## config.mk

```make
export PLATFORM = sky130hd
export DESIGN_NAME = mem_port_arbiter_flat
export DESIGN_NICKNAME = d
export VERILOG_FILES = /design/src/rtl/mem_port_arbiter_pkg.sv /design/src/rtl/mem_port_arbiter_if.sv /design/src/rtl/mem_port_arbiter_arb_pick.sv /design/src/rtl/mem_port_arbiter.sv /design/src/flat_wrapper.sv
export SDC_FILE = /design/constraint.sdc
export NUM_CORES = 1
export LEC_CHECK = 0
export ABC_AREA = 1
export BUFFER_PORTS_ARGS = -buffer_cell sky130_fd_sc_hd__buf_2
export CORE_MARGIN = 4
export CORE_UTILIZATION = 39
export CTS_BUF_LIST = sky130_fd_sc_hd__clkbuf_8
export CTS_CLUSTER_SIZE = 14
export DETAILED_ROUTE_END_ITERATION = 16
export MAX_ROUTING_LAYER = met4
export PLACE_DENSITY = 0.77
export SETUP_SLACK_MARGIN = 0.15
export SLEW_MARGIN = 25
export SYNTH_ARGS = -nofsm -noshare
export SYNTH_HDL_FRONTEND = slang
export SYNTH_SLANG_ARGS = --single-unit
```

## constraint.sdc

```tcl
create_clock -name clk -period 6.8 [get_ports clk]
set_input_delay 1.02 -clock clk [delete_from_list [all_inputs] [get_ports clk]]
set_output_delay 1.02 -clock clk [all_outputs]
set_load 0.02 [all_outputs]
```

## src/rtl/mem_port_arbiter_pkg.sv

```systemverilog
// Shared definitions for mem_port_arbiter: bus widths, sequencer state and owner encodings.
package mem_port_arbiter_pkg;

   localparam int ASIZE = 32;
   localparam int DSIZE = 32;

   typedef enum logic [1:0] {
      ST_IDLE   = 2'd0,
      ST_LAUNCH = 2'd1,
      ST_WAIT   = 2'd2,
      ST_DONE   = 2'd3
   } state_t;

   typedef enum logic {
      OWNER_IF = 1'b0,
      OWNER_DM = 1'b1
   } owner_t;

endpackage

```

## src/rtl/mem_port_arbiter_if.sv

```systemverilog
// Requester, memory and stall signals of mem_port_arbiter.
// The arbiter uses the slave modport; the requesters and memory model use master.
interface mem_port_arbiter_if;
   import mem_port_arbiter_pkg::*;

   logic             if_req;
   logic [ASIZE-1:0] if_addr;
   logic [DSIZE-1:0] if_rdata;
   logic             if_ack;

   logic             dm_req;
   logic             dm_we;
   logic [ASIZE-1:0] dm_addr;
   logic [DSIZE-1:0] dm_wdata;
   logic [DSIZE-1:0] dm_rdata;
   logic             dm_ack;

   logic             mem_en;
   logic             mem_we;
   logic [ASIZE-1:0] mem_addr;
   logic [DSIZE-1:0] mem_wdata;
   logic [DSIZE-1:0] mem_rdata;

   logic             stall_if;
   logic             stall_mem;

   modport master (
      output if_req, if_addr, dm_req, dm_we, dm_addr, dm_wdata, mem_rdata,
      input  if_rdata, if_ack, dm_rdata, dm_ack,
      input  mem_en, mem_we, mem_addr, mem_wdata, stall_if, stall_mem
   );

   modport slave (
      input  if_req, if_addr, dm_req, dm_we, dm_addr, dm_wdata, mem_rdata,
      output if_rdata, if_ack, dm_rdata, dm_ack,
      output mem_en, mem_we, mem_addr, mem_wdata, stall_if, stall_mem
   );

endinterface

```

## src/rtl/mem_port_arbiter_arb_pick.sv

```systemverilog
// Combinational winner select between fetch and data requests.
// With ARB_RR_EN the port not granted last wins a tie; otherwise DM always wins ties.
module mem_port_arbiter_arb_pick
   import mem_port_arbiter_pkg::*;
(
   input  logic   if_req,
   input  logic   dm_req,
`ifdef ARB_RR_EN
   input  owner_t last_grant,
`endif
   output owner_t winner
);

   // Winner is only meaningful while at least one request is present.
   always_comb begin
      winner = OWNER_IF;
      if (if_req && dm_req) begin
`ifdef ARB_RR_EN
         if (last_grant == OWNER_DM) begin
            winner = OWNER_IF;
         end else begin
            winner = OWNER_DM;
         end
`else
         winner = OWNER_DM;
`endif
      end else if (dm_req) begin
         winner = OWNER_DM;
      end else begin
         winner = OWNER_IF;
      end
   end

endmodule

```

## src/rtl/mem_port_arbiter.sv

```systemverilog
// Shares one single-port fixed-latency memory between IF and MEM through an IDLE/LAUNCH/WAIT/DONE sequencer.
// Build option ARB_RR_EN selects round-robin tie-breaking instead of DM-first priority.
module mem_port_arbiter
   import mem_port_arbiter_pkg::*;
#(
   parameter int unsigned MEM_LAT = 2
) (
   input logic               clk,
   input logic               rst,
   mem_port_arbiter_if.slave bus
);

   localparam logic [3:0] CNT_LOAD = 4'(MEM_LAT - 1);

   state_t           state_r;
   owner_t           owner_r;
   logic             we_r;
   logic [3:0]       cnt_r;
   logic             mem_en_r;
   logic             mem_we_r;
   logic [ASIZE-1:0] mem_addr_r;
   logic [DSIZE-1:0] mem_wdata_r;
   logic [DSIZE-1:0] if_rdata_r;
   logic [DSIZE-1:0] dm_rdata_r;
   logic             if_ack_r;
   logic             dm_ack_r;
   owner_t           pick_s;
   logic             any_req_s;

`ifdef ARB_RR_EN
   owner_t           last_grant_r;
`endif

   assign any_req_s = bus.if_req | bus.dm_req;

   mem_port_arbiter_arb_pick u_arb_pick (
      .if_req     (bus.if_req),
      .dm_req     (bus.dm_req),
`ifdef ARB_RR_EN
      .last_grant (last_grant_r),
`endif
      .winner     (pick_s)
   );

   // Transaction sequencer; every output is registered here.
   always_ff @(posedge clk or posedge rst) begin
      if (rst) begin
         state_r     <= ST_IDLE;
         owner_r     <= OWNER_IF;
         we_r        <= 1'b0;
         cnt_r       <= 4'd0;
         mem_en_r    <= 1'b0;
         mem_we_r    <= 1'b0;
         mem_addr_r  <= {ASIZE{1'b0}};
         mem_wdata_r <= {DSIZE{1'b0}};
         if_rdata_r  <= {DSIZE{1'b0}};
         dm_rdata_r  <= {DSIZE{1'b0}};
         if_ack_r    <= 1'b0;
         dm_ack_r    <= 1'b0;
`ifdef ARB_RR_EN
         last_grant_r <= OWNER_IF;
`endif
      end else begin
         case (state_r)
            ST_IDLE: begin
               if (any_req_s) begin
                  owner_r  <= pick_s;
                  mem_en_r <= 1'b1;
`ifdef ARB_RR_EN
                  last_grant_r <= pick_s;
`endif
                  if (pick_s == OWNER_DM) begin
                     we_r        <= bus.dm_we;
                     mem_we_r    <= bus.dm_we;
                     mem_addr_r  <= bus.dm_addr;
                     mem_wdata_r <= bus.dm_wdata;
                  end else begin
                     // Fetch is always a read; store data from the last write is kept.
                     we_r       <= 1'b0;
                     mem_we_r   <= 1'b0;
                     mem_addr_r <= bus.if_addr;
                  end
                  state_r <= ST_LAUNCH;
               end else begin
                  state_r <= ST_IDLE;
               end
            end
            ST_LAUNCH: begin
               mem_en_r <= 1'b0;
               mem_we_r <= 1'b0;
               cnt_r    <= CNT_LOAD;
               state_r  <= ST_WAIT;
            end
            ST_WAIT: begin
               if (cnt_r != 4'd0) begin
                  cnt_r <= cnt_r - 4'd1;
               end else begin
                  if (owner_r == OWNER_DM) begin
                     dm_ack_r <= 1'b1;
                     if (!we_r) begin
                        dm_rdata_r <= bus.mem_rdata;
                     end
                  end else begin
                     if_ack_r   <= 1'b1;
                     if_rdata_r <= bus.mem_rdata;
                  end
                  state_r <= ST_DONE;
               end
            end
            ST_DONE: begin
               if_ack_r <= 1'b0;
               dm_ack_r <= 1'b0;
               state_r  <= ST_IDLE;
            end
            default: begin
               mem_en_r <= 1'b0;
               mem_we_r <= 1'b0;
               if_ack_r <= 1'b0;
               dm_ack_r <= 1'b0;
               cnt_r    <= 4'd0;
               state_r  <= ST_IDLE;
            end
         endcase
      end
   end

   assign bus.mem_en    = mem_en_r;
   assign bus.mem_we    = mem_we_r;
   assign bus.mem_addr  = mem_addr_r;
   assign bus.mem_wdata = mem_wdata_r;
   assign bus.if_rdata  = if_rdata_r;
   assign bus.dm_rdata  = dm_rdata_r;
   assign bus.if_ack    = if_ack_r;
   assign bus.dm_ack    = dm_ack_r;

   // Stalls release in the ack cycle so the stage advances on the same edge the ack drops.
   assign bus.stall_if  = bus.if_req & ~if_ack_r;
   assign bus.stall_mem = bus.dm_req & ~dm_ack_r;

endmodule

```

## src/flat_wrapper.sv

```systemverilog
// flat-port wrapper written by rule: the top's interface ports become plain ports
module mem_port_arbiter_flat import mem_port_arbiter_pkg::*;
#(
   parameter int unsigned MEM_LAT = 2
)
  (clk, rst, bus_if_req, bus_if_addr, bus_dm_req, bus_dm_we, bus_dm_addr, bus_dm_wdata, bus_mem_rdata, bus_if_rdata, bus_if_ack, bus_dm_rdata, bus_dm_ack, bus_mem_en, bus_mem_we, bus_mem_addr, bus_mem_wdata, bus_stall_if, bus_stall_mem);
  mem_port_arbiter_if bus_i ();
  input logic clk;
  input logic rst;
  input wire logic [$bits(bus_i.if_req)-1:0] bus_if_req;
  input wire logic [$bits(bus_i.if_addr)-1:0] bus_if_addr;
  input wire logic [$bits(bus_i.dm_req)-1:0] bus_dm_req;
  input wire logic [$bits(bus_i.dm_we)-1:0] bus_dm_we;
  input wire logic [$bits(bus_i.dm_addr)-1:0] bus_dm_addr;
  input wire logic [$bits(bus_i.dm_wdata)-1:0] bus_dm_wdata;
  input wire logic [$bits(bus_i.mem_rdata)-1:0] bus_mem_rdata;
  output wire logic [$bits(bus_i.if_rdata)-1:0] bus_if_rdata;
  output wire logic [$bits(bus_i.if_ack)-1:0] bus_if_ack;
  output wire logic [$bits(bus_i.dm_rdata)-1:0] bus_dm_rdata;
  output wire logic [$bits(bus_i.dm_ack)-1:0] bus_dm_ack;
  output wire logic [$bits(bus_i.mem_en)-1:0] bus_mem_en;
  output wire logic [$bits(bus_i.mem_we)-1:0] bus_mem_we;
  output wire logic [$bits(bus_i.mem_addr)-1:0] bus_mem_addr;
  output wire logic [$bits(bus_i.mem_wdata)-1:0] bus_mem_wdata;
  output wire logic [$bits(bus_i.stall_if)-1:0] bus_stall_if;
  output wire logic [$bits(bus_i.stall_mem)-1:0] bus_stall_mem;
  assign bus_i.if_req = bus_if_req;
  assign bus_i.if_addr = bus_if_addr;
  assign bus_i.dm_req = bus_dm_req;
  assign bus_i.dm_we = bus_dm_we;
  assign bus_i.dm_addr = bus_dm_addr;
  assign bus_i.dm_wdata = bus_dm_wdata;
  assign bus_i.mem_rdata = bus_mem_rdata;
  assign bus_if_rdata = bus_i.if_rdata;
  assign bus_if_ack = bus_i.if_ack;
  assign bus_dm_rdata = bus_i.dm_rdata;
  assign bus_dm_ack = bus_i.dm_ack;
  assign bus_mem_en = bus_i.mem_en;
  assign bus_mem_we = bus_i.mem_we;
  assign bus_mem_addr = bus_i.mem_addr;
  assign bus_mem_wdata = bus_i.mem_wdata;
  assign bus_stall_if = bus_i.stall_if;
  assign bus_stall_mem = bus_i.stall_mem;
  mem_port_arbiter #(.MEM_LAT(MEM_LAT)) u_core (.clk(clk), .rst(rst), .bus(bus_i));
endmodule
```

* Word-level counts from Yosys, hierarchy flattened *
Index checks and enable logic that the tools add are counted.
W data, S select, Z words.

storage, ports and cells
  register bits = 140
  input bits = 133

operators by class
  add/sub/neg operators = 1
  equality and inequality tests = 8
  multiplexer cells = 19
  bitwise gates (word level) = 8
  reductions and logical operators = 14

operators with widths
  operator               count
  $mux W32               1
  $reduce_and A3 Y1      4
  $mux W1                10
  $pmux W1 S2            4
  $pmux W2 S4            1
  $pmux W4 S2            1
  $ne A2 B1 Y1 const B   3
  $reduce_and A2 Y1      3
  $reduce_bool A2 Y1     3
  $not A1 Y1             5
  $eq A2 B2 Y1 const B   2
  $mux W4                1
  $ne A2 B2 Y1 const B   2
  $reduce_and A4 Y1      1
  $reduce_bool A4 Y1     1
  $sub A4 B1 Y4 const B  1
  $and A1 B1 Y1          2
  $eq A2 B1 Y1 const B   1
  $logic_not A2 Y1       1
  $mux W2                1
  $logic_and A1 B1 Y1    1
  $or A1 B1 Y1           1

* Depth between registers and ports, before layout *
Gate-level depths: netlist (run 1).

  depth in word-level cells = 5
  mapped depth = 9
  mapped depth without buffers = 7

* Modules after synthesis *
From an unflattened synthesis (run 1), not the netlist that was laid out.

unflattened totals
  cells, all modules = 747
  area total of the unflattened synthesis = 6058.3 µm²

modules (own cells, without submodules)
  module                     times used  cells each  area an instance (µm²)
  mem_port_arbiter           1           746         6054.6
  mem_port_arbiter_arb_pick  1           1           3.8

* Least setup slack after synthesis (run 1) *
No wires, ideal clock.

  kind = input -> output
  start = input bus_dm_req
  end = output bus_stall_mem
  arrival time = 1.694 ns
  slack = 4.086 ns
  stages on the path = 4
  path through = buf_2 > inv_2 > buf_2 > nor2_1

on the way
  word-level cells in the longest chain between the ends = 1

ends and longest elaborated chain
  what             RTL line                 text
  start, declared  flat_wrapper.sv:12       input wire logic [$bits(bus_i.dm_req)-1:0] bus_dm_req;
  $and A1 B1 Y1    mem_port_arbiter.sv:138  assign bus.stall_mem = bus.dm_req & ~dm_ack_r;
  end, declared    flat_wrapper.sv:26       output wire logic [$bits(bus_i.stall_mem)-1:0] bus_stall_mem;

No other way between the ends.

* Worst setup path after layout (run 1) *
Same ends and word-level chain as after synthesis.

==> impl_metrics.tcl, run 1 <==
set metrics [dict create \
    status "complete, no violations" \
    synthTopCellsByCount "220 x nand2_1, 140 x dfrtp_1, 49 x o21ai_2" \
    routabilityCongestion 0.798 \
    portBuffers 266 \
    syn_nets 777 \
    antenna_found_initial 0 \
    ctsHoldBuffers 0 \
    timing.slew.headroom_pct 34.0 \
    synth_compound_area_share_pct 15.2 \
    maxCapViolCount 0 \
    cts_setup_buffers 0 \
    syn_area_per_cell_sq_um 9.83 \
    firstDrtPassIters 4 \
    cts_resized 0 \
    synth_warnings 0 \
    cp_max_fo 34 \
    layout.nets 1030 \
    reg2regPathDepth 7 \
    fin_crit_sh_pct 49.7 \
    layout_min_cycle_time_ps 3380 \
    htree_levels 4 \
    die_w_um 135 \
    wirelength_um 15500 \
    setup_violations 0 \
    critPathCaptureType "primary output" \
    core_area_sq_mm 0.0158 \
    vias_per_cell 4.58 \
    synthCells 638 \
    seq_area_frac_synth_pct 55.9 \
    ys_seq_elements 140 \
    diodes 0 \
    grt_pass1_wl_um 24400 \
    grt-ovfl-total 0 \
    multi_input_area_sq_mm 0.00231 \
    yosysMostFrequentCell "nand2_1" \
    cp_data_required_time_ps 5780 \
    ios 267 \
    power.leakage_nw 4.30 \
    finalMaxSlewViolations 0 \
    cts_tree "built" \
    synth_xor_area_share_pct 0 \
    netlist-cell-type-count 26 \
    numCtsBuffers 17 \
    synth_edf_count 0 \
    irDropWorstVdd_uv 253 \
    total_power_mw 4.20 \
    clockRootBuffer "clkbuf_8" \
    synthMuxAreaShare_pct 0 \
    min-delay-path-class "reg -> reg" \
    syn_area_sq_mm 0.00627 \
    synthAdderAreaFrac_pct 1.20 \
    async_flop_share_pct 100 \
    finClkSkew_ps 12.6 \
    cts_sinks 140 \
    vias 5129 \
    hpwl_um 11300 \
    yosys.area_share.simple_pct 20.5 \
    start_kind "input port" \
    drtAntennaViolNets 0 \
    seqCellArea_sq_mm 0.00350 \
    die_area_sq_mm 0.0182 \
    fp.dieH_um 135 \
    grt_pass1_vias 4877 \
    grt_use_total_pct 17.5 \
    worst_pin_slew_ps 990 \
    cellPowerDensity_mw_per_mm2 519 \
    yosys_most_used_dff "dfrtp_1" \
    finalSetupTns_ps 0 \
    grt_max_degree 77 \
    row_count 46 \
    max_freq_ghz 0.296 \
    start_util_pct 39.6 \
    worst_ep_arrival_time_ps 2360 \
    clock_latency_ps 440 \
    initialDrtViolationCount 272 \
    clk_pin_slew_worst_paths_ps 80 \
    post_drt_wl_per_cell_um 13.9 \
    synth_top_family_by_area "simple AND/OR/NAND/NOR gates" \
    critPathKind "in -> out" \
    synth_top_area_cell "dfrtp_1" \
    hold_violations 0 \
    rsz0062_at_grt "false" \
    nFillCells 1459 \
    drive_gt1_share_pct 46.1 \
    whs_path_depth 2 \
    ys_top_cells_by_area "dfrtp_1 56%, nand2_1 13%, o21ai_2 6.8%" \
    synth_top_area_share_pct 55.9 \
    drc 0 \
    cts_buffer_depth 2 \
    area_delta_synth_final_pct 28.9 \
]
## path summary, 6_finish.rpt
kind / from / end / slack, ps
max in group asynchronous: rst / u_core.cnt_r[0] / 5040
setup reg to reg: u_core.state_r[0] / u_core.bus.mem_addr[15] / 4490
setup / recovery: bus_dm_req / bus_stall_mem / 3420
hold reg to reg: u_core.bus.mem_wdata[13] / u_core.bus.mem_wdata[13] / 480
min in group asynchronous: rst / u_core.bus.dm_rdata[3] / 650
hold / removal: u_core.bus.mem_wdata[13] / u_core.bus.mem_wdata[13] / 480
## sequential cells by signal, summed over array words and instances (netlist names)
| register | cells |
|---|---|
| u_core.bus.dm_rdata | 32 |
| u_core.bus.if_rdata | 32 |
| u_core.bus.mem_addr | 32 |
| u_core.bus.mem_wdata | 32 |
| u_core.cnt_r | 4 |
| u_core.state_r | 2 |
| u_core.bus.dm_ack | 1 |
| u_core.bus.if_ack | 1 |
| u_core.bus.mem_en | 1 |
| u_core.bus.mem_we | 1 |
| u_core.owner_r | 1 |
| u_core.we_r | 1 |
## layer usage
layer / up-vias / share of wire (%) / routed length, um / track usage [%]
met5: - / 0 / 0 / -
met4: 0 / 1.1 / 167 / 5.37
met3: 14 / 8.2 / 1270 / 5.18
met2: 220 / 47 / 7270 / 27.0
met1: 2366 / 44 / 6830 / 22.4
li1: 2529 / - / - / -
## per-stage QoR
step	hold slack [ps]	setup WS [ps]	instances	util (%)	area, sq um
after floorplan	463	2030	638	-	6270
after global placement	458	3460	1088	48.2	7620
after detailed placement	460	3450	1088	48.2	7620
after CTS	481	3440	1120	51.0	8080
after global routing	496	3280	1120	51.1	8080
final	477	3420	1120	51.1	8080
## final cells by class
type | count | area share (%)
clock buffer | 17 | 2.90
clock inverter | 15 | 2.74
inverter | 47 | 2.25
multi-input combinational | 416 | 28.6
sequential | 140 | 43.4
tap | 216 | 3.34
timing repair buffer | 269 | 16.8
## worst max-delay path, stage by stage
cell and delay (ps):
buf_2 500, inv_2 400, nor2_1 230, buf_2 190
## kinds of logic after synthesis
kind of cell,count (synthesis)
DFF,140
adders and majority gates,6
AOI/OAI and AO/OA,107
and+or+nand+nor,303
buffers and inverters,82
## where the power goes
part	internal [mW]	switching (mW)
clock	0.437	0.336
combinational	0.678	1.26
sequential	1.24	0.237
total	2.36	1.84
## placed cells by master (no fill, tap or decap), drive strengths merged
cell type  count
bufinv         5
clkinvlp       2
nor2          39
clkbuf        17
nand2        251
clkinv         4
nand3          9
buf          269
dfrtp        140
o21ai         70
ha             6
nand4          3
nor3           1
o21bai         1
inv           51
a21oi          3
a31oi         33
No activity file was read; power rests on OpenSTA's default activity.
==> run 2, diff against run 1 <==
- PLACE_DENSITY: 0.77 -> 0.8
- clock period: 6.8 -> 2.7 ns (I/O delays scaled with it)
==> run 2 against run 1 <==
Via count decreased by 0.25%; clock power increased by 150%; global-route usage about the same; critical path depth grew 3; utilization up 0.37 points; cell count up 0.27%; cell area grew 0.73%; sequential share of layout area fell by 0.31 points.
==> impl_metrics.tcl, run 2 (synthesis results as in run 1) <==
set metrics [dict create \
    die_w_um 135 \
    worst_ep_arrival_time_ps 2480 \
    seqPwrFrac_pct 35.4 \
    initialDrtViolationCount 202 \
    cts_tree "built" \
    dpl_cell_area_sq_mm 0.00769 \
    power.leakage_nw 4.32 \
    cellPowerDensity_mw_per_mm2 1300 \
    critPathKind "reg -> reg" \
    htree_levels 4 \
    layout.nets 1034 \
    irDropWorstVdd_uv 502 \
    power_frac_comb_pct 46.4 \
    grt_max_degree 92 \
    start_kind "flop" \
    fin_area_sq_mm 0.00814 \
    swShare_pct 43.4 \
    critPathCaptureType "flop" \
    rrSetupSlack_ps 520 \
    maxCapViolCount 0 \
    clockRootBuffer "clkbuf_8" \
    die_area_sq_mm 0.0182 \
    drtAntennaViolNets 0 \
    met1_usage_pct 21.9 \
    cts_resized 0 \
    cp_data_required_time_ps 3000 \
    clock_latency_ps 430 \
    start_util_pct 39.6 \
    vias 5116 \
    r2r_end "u_core.bus.dm_rdata[1]" \
    drive_gt1_share_pct 46.4 \
    final_cell_mix "266 x buf_2, 220 x nand2_1, 140 x dfrtp_1" \
    grt-ovfl-total 0 \
    status "complete, no violations" \
    timing.slew.headroom_pct 46.1 \
    grt_pass1_vias 5054 \
    firstDrtPassIters 4 \
    top_usage_layer "met2" \
    numCtsBuffers 17 \
    rsz0062_at_grt "false" \
    hpwl_um 11500 \
    crit_start "u_core.state_r[0]" \
    clk_pin_slew_worst_paths_ps 80 \
    drc 0 \
    core_area_sq_mm 0.0158 \
    area_delta_synth_final_pct 29.8 \
    max_freq_ghz 0.458 \
    routabilityCongestion 0.810 \
    setup_violations 0 \
    hold_slack_ps 64.5 \
    cts_setup_buffers 0 \
    grt_pass1_wl_um 24700 \
    layout_min_cycle_time_ps 2180 \
    critPathCapture "u_core.bus.dm_rdata[1]" \
    portBuffers 266 \
    finalSetupTns_ps 0 \
    grt_use_total_pct 17.5 \
    p_int_mw 5.97 \
    reg2regPathDepth 7 \
    timing.rr.start "u_core.state_r[0]" \
    cp_max_fo 64 \
    final_common_cell "buf_2" \
    p_clk_share_pct 18.2 \
    cts_buffer_depth 2 \
    wirelength_um 15200 \
    hold_violations 0 \
    use_met2_pct 27.8 \
    antenna_found_initial 0 \
    fp.dieH_um 135 \
    nFillCells 1476 \
    cts_sinks 140 \
    ios 267 \
    fin_crit_sh_pct 80.9 \
    power.switching_mw 4.58 \
    diodes 0 \
    min-delay-path-class "in -> async" \
    post_drt_wl_per_cell_um 13.6 \
    met3_usage_pct 5.51 \
    worst_pin_slew_ps 809 \
    finClkSkew_ps 19.6 \
    vias_per_cell 4.56 \
    finalMaxSlewViolations 0 \
    ctsHoldBuffers 0 \
    row_count 46 \
]
-- run 2: metrics by stage --
step	std cells	setup slack (ps)	power, mW	utilization [%]
after floorplan	638	546	7.24	-
after global placement	1092	596	8.61	48.6
after detailed placement	1092	488	8.75	48.6
after CTS	1123	493	10.7	51.4
after global routing	1123	260	11.3	51.4
final	1123	516	10.6	51.4
-- run 2: worst min-delay path by stage --
stage / from / end / slack [ps]
CTS: rst / u_core.bus.mem_en / 50
global route: rst / u_core.bus.mem_en / 50
global placement: u_core.bus.mem_wdata[18] / u_core.bus.mem_wdata[18] / 460
finish: rst / u_core.cnt_r[0] / 60
floorplan: u_core.cnt_r[0] / u_core.cnt_r[0] / 460
detailed placement: u_core.bus.mem_wdata[18] / u_core.bus.mem_wdata[18] / 460
-- run 2: cell type report --
type                    count  area [sq um]  share of cell area, %
flip-flops and latches    140          3500                   43.0
clock inverters            14           218                   2.67
multi-input cells         416          2310                   28.4
well taps                 216           270                   3.32
inverters                  47           180                   2.21
repair buffers            273          1420                   17.5
clock buffers              17           234                   2.87
-- run 2: critical path: stages (launching register included) --
cell,delay (ps)
dfrtp_1,410
inv_1,110
ha_1,330
nand2_2,120
nor2_4,120
nand3_4,580
nand2_1,280
o21ai_2,70
-- run 2: power groups by stage --
stage	logic, mW	registers, mW	clock network, mW
2_1_floorplan	2.31	4.93	0
3_3_place_gp	4.87	3.74	0
3_5_place_dp	4.98	3.77	0
4_1_cts	4.99	3.74	1.99
5_1_grt	5.40	3.86	2.09
6_report	4.90	3.73	1.93
-- run 2: per-layer routing --
layer | up-vias | routed length, um
met2 | 213 | 7340
li1 | 2551 | -
met1 | 2344 | 6520
met5 | - | 0
met3 | 8 | 1290
met4 | 0 | 102
